`src/rtl/uart_rx_param.sv`:
```
// Parametrised serial frame receiver: idle-low line, high start bit, LSB-first data, low stop bit.
// Define UART_RX_PARITY_EN to insert and check a parity slot between the data bits and the stop bit.
module uart_rx_param #(
  parameter int DATA_BITS    = 8,
  parameter int CLKS_PER_BIT = 1,
  parameter int PARITY_ODD   = 0
) (
  input  logic                 clk,
  input  logic                 reset,
  input  logic                 signal,
  output logic [DATA_BITS-1:0] data,
  output logic                 valid,
  output logic                 frame_err,
  output logic                 parity_err,
  output logic                 busy
);

  localparam int CW = $clog2(CLKS_PER_BIT + 1);
  localparam int BW = $clog2(DATA_BITS + 1);
  localparam logic [CW-1:0] CYC_LAST  = CW'(CLKS_PER_BIT - 1);
  localparam logic [CW-1:0] CYC_START = CW'(CLKS_PER_BIT / 2 - 1);
  localparam logic [BW-1:0] BIT_LAST  = BW'(DATA_BITS - 1);

  typedef enum logic [2:0] {IDLE, START, DATA, PARITY, STOP, RECOVER} state_t;

  state_t               state, state_d;
  logic [CW-1:0]        cyc, cyc_d;
  logic [BW-1:0]        bit_cnt, bit_d;
  logic [DATA_BITS-1:0] shreg, shreg_d, data_d;
  logic                 valid_d, frame_err_d;
  logic                 slot_end;

`ifdef UART_RX_PARITY_EN
  localparam logic PAR_TARGET = (PARITY_ODD != 0);
  logic par, par_d, parity_err_d;
`else
  // PARITY_ODD has no effect when there is no parity slot
  logic unused_parity_odd;
  assign unused_parity_odd = (PARITY_ODD != 0);
  assign parity_err = 1'b0;
`endif

  // The cycle counter runs from the start edge across the whole start slot, so bit k lands at k*CLKS_PER_BIT.
  always_comb begin
    state_d     = state;
    cyc_d       = cyc;
    bit_d       = bit_cnt;
    shreg_d     = shreg;
    data_d      = data;
    valid_d     = 1'b0;
    frame_err_d = 1'b0;
`ifdef UART_RX_PARITY_EN
    par_d        = par;
    parity_err_d = 1'b0;
`endif
    slot_end = (cyc == CYC_LAST);
    unique case (state)
      IDLE: begin
        cyc_d = '0;
        bit_d = '0;
`ifdef UART_RX_PARITY_EN
        par_d = 1'b0;
`endif
        if (signal) state_d = (CLKS_PER_BIT == 1) ? DATA : START;
      end
      START: begin
        cyc_d = cyc + 1'b1;
        if (cyc == CYC_START) state_d = signal ? DATA : IDLE;
      end
      DATA: begin
        if (slot_end) begin
          cyc_d   = '0;
          shreg_d = (shreg >> 1) | (DATA_BITS'(signal) << (DATA_BITS - 1));
`ifdef UART_RX_PARITY_EN
          par_d = par ^ signal;
`endif
          if (bit_cnt == BIT_LAST) begin
            bit_d = '0;
`ifdef UART_RX_PARITY_EN
            state_d = PARITY;
`else
            state_d = STOP;
`endif
          end else begin
            bit_d = bit_cnt + 1'b1;
          end
        end else begin
          cyc_d = cyc + 1'b1;
        end
      end
      PARITY: begin
        if (slot_end) begin
          cyc_d   = '0;
          state_d = STOP;
`ifdef UART_RX_PARITY_EN
          par_d = par ^ signal;
`endif
        end else begin
          cyc_d = cyc + 1'b1;
        end
      end
      STOP: begin
        if (slot_end) begin
          cyc_d = '0;
          if (signal) begin
            frame_err_d = 1'b1;
            state_d     = RECOVER;
          end
`ifdef UART_RX_PARITY_EN
          else if (par != PAR_TARGET) begin
            parity_err_d = 1'b1;
            state_d      = IDLE;
          end
`endif
          else begin
            valid_d = 1'b1;
            data_d  = shreg;
            state_d = IDLE;
          end
        end else begin
          cyc_d = cyc + 1'b1;
        end
      end
      RECOVER: begin
        if (!signal) state_d = IDLE;
      end
      default: state_d = IDLE;
    endcase
  end

  always_ff @(posedge clk) begin
    if (!reset) begin
      state     <= IDLE;
      cyc       <= '0;
      bit_cnt   <= '0;
      shreg     <= '0;
      data      <= '0;
      valid     <= 1'b0;
      frame_err <= 1'b0;
      busy      <= 1'b0;
`ifdef UART_RX_PARITY_EN
      par        <= 1'b0;
      parity_err <= 1'b0;
`endif
    end else begin
      state     <= state_d;
      cyc       <= cyc_d;
      bit_cnt   <= bit_d;
      shreg     <= shreg_d;
      data      <= data_d;
      valid     <= valid_d;
      frame_err <= frame_err_d;
      busy      <= (state_d != IDLE);
`ifdef UART_RX_PARITY_EN
      par        <= par_d;
      parity_err <= parity_err_d;
`endif
    end
  end

endmodule

```
`config.mk`:
```
export PLATFORM = sky130hd
export DESIGN_NAME = uart_rx_param
export DESIGN_NICKNAME = d
export VERILOG_FILES = /design/src/rtl/uart_rx_param.sv
export SDC_FILE = /design/constraint.sdc
export NUM_CORES = 1
export LEC_CHECK = 0
export ABC_CLOCK_PERIOD_IN_PS = 2500
export BUFFER_PORTS_ARGS = -buffer_cell sky130_fd_sc_hd__clkbuf_2
export CELL_PAD_IN_SITES_DETAIL_PLACEMENT = 0
export CELL_PAD_IN_SITES_GLOBAL_PLACEMENT = 1
export CORE_AREA = 5 5 57 59
export DETAILED_ROUTE_END_ITERATION = 16
export DIE_AREA = 0 0 62 64
export PLACE_DENSITY = 0.81
export SYNTH_ARGS = -nofsm -noshare
export SYNTH_HDL_FRONTEND = slang
export SYNTH_SLANG_ARGS = --single-unit
```
`constraint.sdc`:
```
create_clock -name clk -period 2.5 [get_ports clk]
set_input_delay 0.5 -clock clk [delete_from_list [all_inputs] [get_ports clk]]
set_output_delay 0.5 -clock clk [all_outputs]
set_load 0.05 [all_outputs]
```
==> reports/metrics.csv, run 1 <==
metric,value,unit
Final Net Count,139,
WP buf/inv,0,
# rows,19,
RSZ-0062 raised after global routing,no,
Slowest cell on crit path,dfxtp_1,
Slew @ Worst Pin,0.533,ns
leading post-synthesis cells by cell area,"dfxtp_1 46%, nand2_1 7.0%, mux2i_1 6.8%",
cts hold-fix bufs,0,
Initial Util,44.3,%
gpl congestion,0.747,
Resized cells post-CTS,0,
"Top FF cell, synth",dfxtp_1,
Pwr Density,548,mW/mm²
"Arr. time, crit path",1.95,ns
CP cell instances,or3b_1 -> or2_1 -> nand2_1 -> a21boi_1,
htree depth,1,
Crit Path Class,flip-flop to flip-flop,
final critical-path required period,1.73,ns
"EDFF count, synth",0,
Synth warnings,0,
worst skew pair latency,0.33,ns
I/O pins,15,
Routed Antenna Nets,0,
Pleak,0.000480,µW
CTS Sinks,27,
P&R area growth vs syn,7.74,%
Max Slew Vio Count,0,
via/cell ratio,5.14,
worst vdd ir,0.335,mV
DP Area,0.00124,mm²
Synth cell types,39,
worst hold path class,primary input to flip-flop,
final setup skew,0.0148,ns
number of antenna diodes,0,
hold path depth,3,
design area,0.00127,mm²
max incr delay on CP,0.69,ns
Critical Path Sink Type,flip-flop,
overall global routing resource usage,12.7,%
Port Buf Inserts,13,
initial antenna violation count,0,
cells on worst reg2reg path,4,
Yosys top cell area share,45.8,%
max_cap viols,0,
CTS Buf Count,3,
worst reg2reg endpoint,shreg[4]$_SDFFE_PN0P_,
net count after synthesis,129,
DR pass1 iterations,4,
R2R setup slack,0.77,ns
HPWL after detailed placement,1.46,mm
wire length per cell,13.2,µm
share of cells above drive strength 1,16.4,%
Finish-stage setup viols,0,
root buffer cell,clkbuf_4,
status,"finished, final reports clean",
Residual DRC,0,
"Period Utilization, post-route",69.1,%
total number of vias,848,
DIE AREA,0.00397,mm²
vias in the first global route,826,
pin count of the biggest net entering global routing,27,
Hold Path End,frame_err$_SDFF_PP0_,
worst r2r src,state[1]$_SDFF_PN0_,
syn avg cell area,9.44,µm²
Setup TNS,0,ns
Die Ht,64,µm
maximum fanout along the worst path,16,
Worst Setup Start Kind,flip-flop,
sequential fraction of the synthesis area,45.8,%
Async SR Flop Fraction,0,%
top-count cell post-synth,dfxtp_1,
CTS tree,done,
cell taking the most area after synthesis,dfxtp_1,
fmax,579,MHz
WP data required,2.72,ns
Yosys reg bits,27,
mapped cell area,0.00118,mm²
first-pass GRT wire length,3.89,mm
Clock Tree Buf Depth,2,
Worst-path clk slew,0.15,ns
Post-synth top cells,"27 x dfxtp_1, 22 x nand2_1, 11 x nor2b_1",
relative slew slack,64.4,%
core area,0.00266,mm²
Die Span X,62,µm
Worst path top cell family by delay,simple AND/OR/NAND/NOR gates,
hold_sp,signal,
Post-CTS Setup Bufs,0,
Cells after Synth,125,
WL final,2.18,mm
Final Hold Viols,0,
GRT Residual Overflow,0,
violation count after the first detailed-route iteration,57,
stage by stage:
step | worst slack (ns) | hold slack (ns) | util (%) | total power, µW | cells
after floorplan | 1.09 | 0.435 | - | 504 | 125
after global placement | 0.888 | 0.454 | 46.6 | 515 | 161
after detailed placement | 0.831 | 0.464 | 46.6 | 516 | 161
after CTS | 0.791 | 0.423 | 47.7 | 710 | 165
after global routing | 0.686 | 0.434 | 47.7 | 737 | 165
final | 0.773 | 0.442 | 47.7 | 697 | 165
metal layers:
layer | part of all wire, % | GRT usage [%]
met2 | 44 | 18.5
met1 | 51 | 18.1
met5 | 0 | 0
met3 | 4.2 | 4.43
met4 | 0.64 | 2.39
cell families after synthesis:
logic type	Yosys count	share of synthesized area (%)
AND/OR/NAND/NOR	55	25.6
flip-flops	27	45.8
AO/OA/AOI/OAI	23	15.1
buffers and inverters	10	5.41
multiplexers	8	6.79
adder cells (fa/ha/maj)	1	1.06
other	1	0.318
worst reg2reg max path, cell delays in order (launching register included):
cell and delay [ns]:
dfxtp_1 0.69, or3b_1 0.43, or2_1 0.33, nand2_1 0.11
a21boi_1 0.07
area by class of cell:
type                            count  area, µm²
Fill cell                         270       1390
Multi-Input combinational cell     88        582
Sequential cell                    27        541
Timing Repair Buffer               15       80.1
Tap cell                           31       38.8
Clock buffer                        3       22.5
Clock inverter                      1       7.51
worst max path at each step:
stage                                        from  slack (ns)  cells past startpoint                     to
after floorplan           bit_cnt[0]$_SDFFE_PN0P_        1.09                      5        busy$_SDFF_PN0_
after global placement        state[1]$_SDFF_PN0_        0.89                      4  shreg[2]$_SDFFE_PN0P_
after detailed placement      state[1]$_SDFF_PN0_        0.83                      4  shreg[0]$_SDFFE_PN0P_
after CTS                     state[1]$_SDFF_PN0_        0.79                      4  shreg[4]$_SDFFE_PN0P_
after global routing          state[1]$_SDFF_PN0_        0.69                      4  shreg[4]$_SDFFE_PN0P_
final                         state[1]$_SDFF_PN0_        0.77                      4  shreg[4]$_SDFFE_PN0P_
power breakdown:
group	internal (µW)	total, µW	switching, µW
Clock	61.1	190	129
Combinational	22.1	57.7	35.6
Sequential	438	449	11.4
state kept, by name, summed over array words and instances (netlist names):
register	flops
valid	1
cyc	1
bit_cnt	4
data	8
busy	1
shreg	8
state	3
frame_err	1
layout by cell type (no fill, tap or decap), types with 2 or more instances in the layout:
cell | Yosys | layout
a21boi_1 | 10 | 10
and2_1 | 2 | 2
buf_4 | 4 | 2
clkbuf_2 | 0 | 13
clkbuf_4 | 0 | 3
dfxtp_1 | 27 | 27
mux2i_1 | 8 | 8
nand2_1 | 22 | 22
nand2b_1 | 3 | 3
nor2_1 | 3 | 3
nor2b_1 | 11 | 11
o21ai_0 | 2 | 2
(Power assumes the default switching activity.)
==> inputs of run 2 (changes only) <==
==> config.mk (replaced) <==
export PLATFORM = sky130hd
export DESIGN_NAME = uart_rx_param
export DESIGN_NICKNAME = d
export VERILOG_FILES = /design/src/rtl/uart_rx_param.sv
export SDC_FILE = /design/constraint.sdc
export NUM_CORES = 1
export LEC_CHECK = 0
export ABC_AREA = 1
export ABC_CLOCK_PERIOD_IN_PS = 1400
export BUFFER_PORTS_ARGS = -buffer_cell sky130_fd_sc_hd__clkbuf_2
export CELL_PAD_IN_SITES_DETAIL_PLACEMENT = 0
export CELL_PAD_IN_SITES_GLOBAL_PLACEMENT = 1
export CORE_AREA = 5 5 64 66
export DETAILED_ROUTE_END_ITERATION = 16
export DIE_AREA = 0 0 69 71
export PLACE_DENSITY = 0.72
export SYNTH_ARGS = -nofsm -noshare
export SYNTH_HDL_FRONTEND = slang
export SYNTH_SLANG_ARGS = --single-unit
==> constraint.sdc (replaced) <==
create_clock -name clk -period 1.4 [get_ports clk]
set_input_delay 0.28 -clock clk [delete_from_list [all_inputs] [get_ports clk]]
set_output_delay 0.28 -clock clk [all_outputs]
set_load 0.05 [all_outputs]
==> run 2 against run 1 <==
Critical endpoint is now bit_cnt[3]$_SDFFE_PN0P_. Clock power rose by 65%. Cell count rose by 36%. Sequential share of layout area fell by 2.0 points.
==> reports/metrics.csv, run 2 <==
metric,value,unit,change
"Arr. time, crit path",1.49,ns,was 1.95 ns
design area,0.00134,mm²,was 0.00127 mm²
I/O pins,15,,unchanged
Max Slew Vio Count,0,,unchanged
cell taking the most area after synthesis,dfxtp_1,,unchanged
initial antenna violation count,0,,unchanged
Yosys top cell area share,45.0,%,was 45.8%
# rows,22,,was 19
"Core Util, Final",38.1,%,was 47.7%
Clock Tree Buf Depth,2,,unchanged
P&R area growth vs syn,11.8,%,was 7.74%
DP Area,0.00130,mm²,was 0.00124 mm²
final setup skew,0.00159,ns,was 0.0148 ns
Final Net Count,182,,was 139
Reg power frac,64.0,%,was 64.5%
Synth warnings,0,,unchanged
GRT Residual Overflow,0,,unchanged
P_sw,326,µW,was 176 µW
share of cells above drive strength 1,20.9,%,was 16.4%
max_cap viols,0,,unchanged
number of antenna diodes,0,,unchanged
violation count after the first detailed-route iteration,48,,was 57
Crit Path Class,flip-flop to flip-flop,,unchanged
Worst Setup Start Kind,flip-flop,,unchanged
Critical Path Sink Type,flip-flop,,unchanged
Placed Instances,221,,was 161
leading post-synthesis cells by cell area,"dfxtp_1 45%, nor2_1 10%, nand2_1 7.8%",,"was dfxtp_1 46%, nand2_1 7.0%, mux2i_1 6.8%"
Port Buf Inserts,13,,unchanged
via/cell ratio,4.33,,was 5.14
Largest regs,"data x8, shreg x8, bit_cnt x4",,unchanged
syn avg cell area,7.37,µm²,was 9.44 µm²
CTS Buf Count,3,,unchanged
DR pass1 iterations,4,,unchanged
worst skew pair latency,0.30,ns,was 0.33 ns
Final Hold Viols,0,,unchanged
Die Ht,71,µm,was 64 µm
Pleak,0.000574,µW,was 0.000480 µW
Setup TNS,0,ns,unchanged
htree depth,1,,unchanged
HPWL after detailed placement,1.63,mm,was 1.46 mm
WP data required,1.62,ns,was 2.72 ns
gpl congestion,0.737,,was 0.747
wire length per cell,9.50,µm,was 13.2 µm
core area,0.00352,mm²,was 0.00266 mm²
Net Sw Frac,25.5,%,was 25.2%
Worst-path clk slew,0.13,ns,was 0.15 ns
mapped cell area,0.00120,mm²,was 0.00118 mm²
Cells after Synth,163,,was 125
Hold WS,0.342,ns,was 0.442 ns
final critical-path required period,1.27,ns,was 1.73 ns
CTS Sinks,27,,unchanged
WL final,2.14,mm,was 2.18 mm
"EDFF count, synth",0,,unchanged
worst vdd ir,0.361,mV,was 0.335 mV
Yosys reg bits,27,,unchanged
DIE AREA,0.00490,mm²,was 0.00397 mm²
"most common cell after layout, fill and taps aside",nor2_1,,was dfxtp_1
"Top FF cell, synth",dfxtp_1,,unchanged
RSZ-0062 raised after global routing,no,,unchanged
first-pass GRT wire length,3.84,mm,was 3.89 mm
Int Pwr,956,µW,was 521 µW
Synth cell types,24,,was 39
fin cells,225,,was 165
overall global routing resource usage,9.39,%,was 12.7%
Post-synth top cells,"33 x nor2_1, 27 x dfxtp_1, 25 x nand2_1",,"was 27 x dfxtp_1, 22 x nand2_1, 11 x nor2b_1"
worst hold path class,primary input to flip-flop,,unchanged
Comb pwr share,11.5,%,was 8.3%
Pwr Density,955,mW/mm²,was 548 mW/mm²
R2R setup slack,0.13,ns,was 0.77 ns
total number of vias,974,,was 848
vias in the first global route,902,,was 826
net count after synthesis,167,,was 129
most frequent cells in the layout,"33 x nor2_1, 25 x nand2_1, 24 x dfxtp_1",,"was 27 x dfxtp_1, 22 x nand2_1, 13 x clkbuf_2"
status,"finished, final reports clean",,unchanged
sequential fraction of the synthesis area,45.0,%,was 45.8%
maximum fanout along the worst path,11,,was 16
Async SR Flop Fraction,0,%,unchanged
power share of the clock group,24.5,%,was 27.3%
Routed Antenna Nets,0,,unchanged
top-count cell post-synth,nor2_1,,was dfxtp_1
Residual DRC,0,,unchanged
Finish-stage setup viols,0,,unchanged
pin count of the biggest net entering global routing,25,,was 27
root buffer cell,clkbuf_4,,unchanged
Die Span X,69,µm,was 62 µm
CTS tree,done,,unchanged
Post-CTS Setup Bufs,0,,unchanged
Initial Util,34.1,%,was 44.3%
cts hold-fix bufs,0,,unchanged
fmax,785,MHz,was 579 MHz
"Period Utilization, post-route",91.0,%,was 69.1%
[run 2: power groups by stage]
stage	Combinational, µW	Clock, µW	Sequential, µW
after floorplan	119	0	840
after global placement	144	0	836
after detailed placement	145	0	836
after CTS	145	341	819
after global routing	168	384	826
final	147	314	821
[run 2: critical path, stage by stage, from the launching register on]
cell and delay [ns]:
dfxtp_1 0.36, inv_2 0.11, nand2_2 0.08, nor2_4 0.14, nand2_4 0.14, nand2_2 0.15
o21ai_0 0.10, nand2_1 0.06, nor2_1 0.05
[run 2: cells by family (layout without fill, tap and decap cells)]
| group | Yosys count | after routing | synth area share, % |
|---|---|---|---|
| compound gates | 30 | 30 | 14.3 |
| fa+ha+maj | 1 | 1 | 1.04 |
| buf+inv | 26 | 40 | 10.8 |
| flops | 27 | 27 | 45.0 |
| other cells | 1 | 1 | 0.312 |
| simple gates | 78 | 78 | 28.5 |
[run 2: layout make-up]
class,count,area [µm²]
clock buffers,4,26.3
fillers,402,2180
inverters,21,91.3
multi-input cells,110,541
flip-flops and latches,27,544
well taps,48,60.1
repair buffers,15,80.1
[run 2: final timing paths]
kind                            depth (start not counted)                       to                 start
worst max-delay path                                    8  bit_cnt[3]$_SDFFE_PN0P_   state[2]$_SDFF_PN0_
worst min-delay path                                    3    shreg[7]$_SDFFE_PN0P_                signal
worst max register to register                          8  bit_cnt[3]$_SDFFE_PN0P_   state[2]$_SDFF_PN0_
worst min register to register                          2     data[2]$_SDFFE_PN0P_  data[2]$_SDFFE_PN0P_
[run 2: repair_timing]
item	CTS	global route
endpoints found under the setup margin	0	11
resized for setup	0	6
endpoints found under the hold margin	0	0
[run 2: through the flow]
stage                     total power (µW)  setup slack [ns]
after floorplan                        959             0.277
after global placement                 980            0.0935
after global routing                  1380          0.000736
final                                 1280             0.126
after detailed placement               981            0.0687
after CTS                             1310            0.0424
[run 2: routing by layer]
layer | vias up | track usage (%) | part of all wire [%]
met5 | - | 0 | 0
met4 | 0 | 3.90 | 0.80
met3 | 2 | 2.98 | 4.3
met2 | 14 | 15.9 | 47
met1 | 417 | 11.0 | 48
li1 | 541 | - | -
==> inputs of run 3 (changes only) <==
==> config.mk (replaced) <==
export PLATFORM = sky130hd
export DESIGN_NAME = uart_rx_param
export DESIGN_NICKNAME = d
export VERILOG_FILES = /design/src/rtl/uart_rx_param.sv
export SDC_FILE = /design/constraint.sdc
export NUM_CORES = 1
export LEC_CHECK = 0
export ABC_AREA = 1
export ABC_CLOCK_PERIOD_IN_PS = 1400
export CELL_PAD_IN_SITES_DETAIL_PLACEMENT = 0
export CELL_PAD_IN_SITES_GLOBAL_PLACEMENT = 1
export CORE_AREA = 5 5 62 64
export DETAILED_ROUTE_END_ITERATION = 16
export DIE_AREA = 0 0 67 69
export DONT_BUFFER_PORTS = 1
export PLACE_DENSITY = 0.7
export SYNTH_ARGS = -nofsm -noshare
export SYNTH_HDL_FRONTEND = slang
export SYNTH_SLANG_ARGS = --single-unit
==> run 3 against run 2 <==
Clock skew grew 0.0078 ns. Combinational power decreased by 17%. Design area is 5.2% lower. Clock-buffer cell count decreased by 1. Fmax decreased by 0.23%. Critical path type is now flip-flop to primary output. Largest power group unchanged.
==> reports/metrics.csv, run 3 (synthesized netlist as in run 2, its figures left out) <==
metric,value,unit,change
status,"finished, final reports clean",,unchanged
Critical Path Sink Type,primary output,,was flip-flop
HPWL after detailed placement,1.57,mm,was 1.63 mm
Residual DRC,0,,unchanged
"Arr. time, crit path",1.00,ns,was 1.49 ns
gpl congestion,0.766,,was 0.737
root buffer cell,clkbuf_4,,unchanged
R2R setup slack,0.13,ns,about the same
Pwr Density,1020,mW/mm²,was 955 mW/mm²
Worst Setup Start Kind,flip-flop,,unchanged
worst reg2reg endpoint,bit_cnt[3]$_SDFFE_PN0P_,,unchanged
Resized cells post-CTS,0,,unchanged
Routed Antenna Nets,0,,unchanged
share of cells above drive strength 1,14.6,%,was 20.9%
most frequent cells in the layout,"33 x nor2_1, 25 x nand2_1, 25 x dfxtp_1",,"was 33 x nor2_1, 25 x nand2_1, 24 x dfxtp_1"
worst vdd ir,0.653,mV,was 0.361 mV
CTS tree,done,,unchanged
worst skew pair latency,0.33,ns,was 0.30 ns
cells on worst reg2reg path,8,,unchanged
maximum fanout along the worst path,2,,was 11
Stages on worst setup path,0,,was 8
worst hold path class,primary input to flip-flop,,unchanged
cts hold-fix bufs,0,,unchanged
I/O pins,15,,unchanged
htree depth,1,,unchanged
CTS Buf Count,3,,unchanged
core area,0.00323,mm²,was 0.00352 mm²
final critical-path required period,1.28,ns,was 1.27 ns
Reg area,543,µm²,was 544 µm²
"Core Util, Final",39.4,%,was 38.1%
Largest regs,"data x8, shreg x8, bit_cnt x4",,unchanged
global route hottest layer,met2,,unchanged
GRT Residual Overflow,0,,unchanged
number of antenna diodes,0,,unchanged
Post-CTS Setup Bufs,0,,unchanged
violation count after the first detailed-route iteration,68,,was 48
Pleak,0.000512,µW,was 0.000574 µW
DP Worst Slack,0.0558,ns,was 0.0687 ns
DIE AREA,0.00462,mm²,was 0.00490 mm²
footprint of the multi-input gates,536,µm²,was 541 µm²
crit path to,data[2],,was bit_cnt[3]$_SDFFE_PN0P_
WL final,2.13,mm,was 2.14 mm
setup slack after layout,0.123,ns,was 0.126 ns
max_cap viols,0,,unchanged
vias in the first global route,935,,was 902
"most common cell after layout, fill and taps aside",nor2_1,,unchanged
Port Buf Inserts,0,,was 13
Final Net Count,169,,was 182
Die Ht,69,µm,was 71 µm
overall global routing resource usage,10.0,%,was 9.39%
M2 GR Usage,16.3,%,was 15.9%
Crit Path Class,flip-flop to primary output,,was flip-flop to flip-flop
Max Slew Vio Count,0,,unchanged
CP Launch Point,data[2]$_SDFFE_PN0P_,,was state[2]$_SDFF_PN0_
layout filler cell count,350,,was 402
Slew @ Worst Pin,0.508,ns,
grt met3 use,4.06,%,was 2.98%
CTS Sinks,27,,unchanged
# rows,21,,was 22
total number of vias,957,,was 974
Clock Tree Buf Depth,2,,unchanged
Setup TNS,0,ns,unchanged
DR pass1 iterations,4,,unchanged
Finish-stage setup viols,0,,unchanged
Worst-path clk slew,0.15,ns,was 0.13 ns
Die Span X,67,µm,was 69 µm
worst r2r src,state[2]$_SDFF_PN0_,,unchanged
final setup skew,0.00943,ns,was 0.00159 ns
relative slew slack,66.1,%,
first-pass GRT wire length,3.76,mm,was 3.84 mm
P&R area growth vs syn,5.94,%,was 11.8%
fmax,783,MHz,was 785 MHz
"Period Utilization, post-route",91.2,%,was 91.0%
Initial Util,37.2,%,was 34.1%
initial antenna violation count,0,,unchanged
WP data required,1.12,ns,was 1.62 ns
GR Util met1,12.0,%,was 11.0%
via/cell ratio,4.56,,was 4.33
Final Hold Viols,0,,unchanged
pin count of the biggest net entering global routing,25,,unchanged
RSZ-0062 raised after global routing,no,,unchanged
wire length per cell,10.2,µm,was 9.50 µm
-- run 3: cell type report --
class / instances / area share, %
flip-flops and latches: 27 / 42.7
multi-input cells: 110 / 42.1
inverters: 21 / 7.18
well taps: 46 / 4.52
clock buffers: 3 / 1.77
repair buffers: 2 / 1.18
clock inverters: 1 / 0.590
-- run 3: stage by stage --
| step | instance area (µm²) | hold slack, ns | power, µW | cells |
|---|---|---|---|---|
| finish | 1270 | 0.0420 | 1290 | 210 |
| global route | 1270 | 0.0119 | 1380 | 210 |
| CTS | 1260 | 0.0281 | 1320 | 210 |
| global placement | 1230 | 0.397 | 966 | 206 |
| floorplan | 1200 | 0.397 | 959 | 163 |
| detailed placement | 1230 | 0.403 | 967 | 206 |
-- run 3: worst min path at each step --
stage | from | to | slack [ns] | cells after the start
2_1_floorplan | reset | shreg[7]$_SDFFE_PN0P_ | 0.40 | 2
3_3_place_gp | reset | data[6]$_SDFFE_PN0P_ | 0.40 | 2
3_5_place_dp | reset | shreg[7]$_SDFFE_PN0P_ | 0.40 | 2
4_1_cts | reset | shreg[7]$_SDFFE_PN0P_ | 0.03 | 2
5_1_grt | reset | shreg[7]$_SDFFE_PN0P_ | 0.01 | 2
6_report | reset | shreg[7]$_SDFFE_PN0P_ | 0.04 | 2
-- run 3: layer usage --
metal | part of all wire, % | vias up
met5 | 0 | -
met2 | 46 | 18
met1 | 47 | 422
met3 | 5.5 | 2
met4 | 0.98 | 0
li1 | - | 515
-- run 3: where the power goes --
part / leakage, µW / internal (µW) / switching (µW)
Sequential: 0.000221 / 798 / 31.2
Clock: 0.0000139 / 109 / 232
Combinational: 0.000277 / 42.8 / 79.4
Total: 0.000512 / 950 / 342
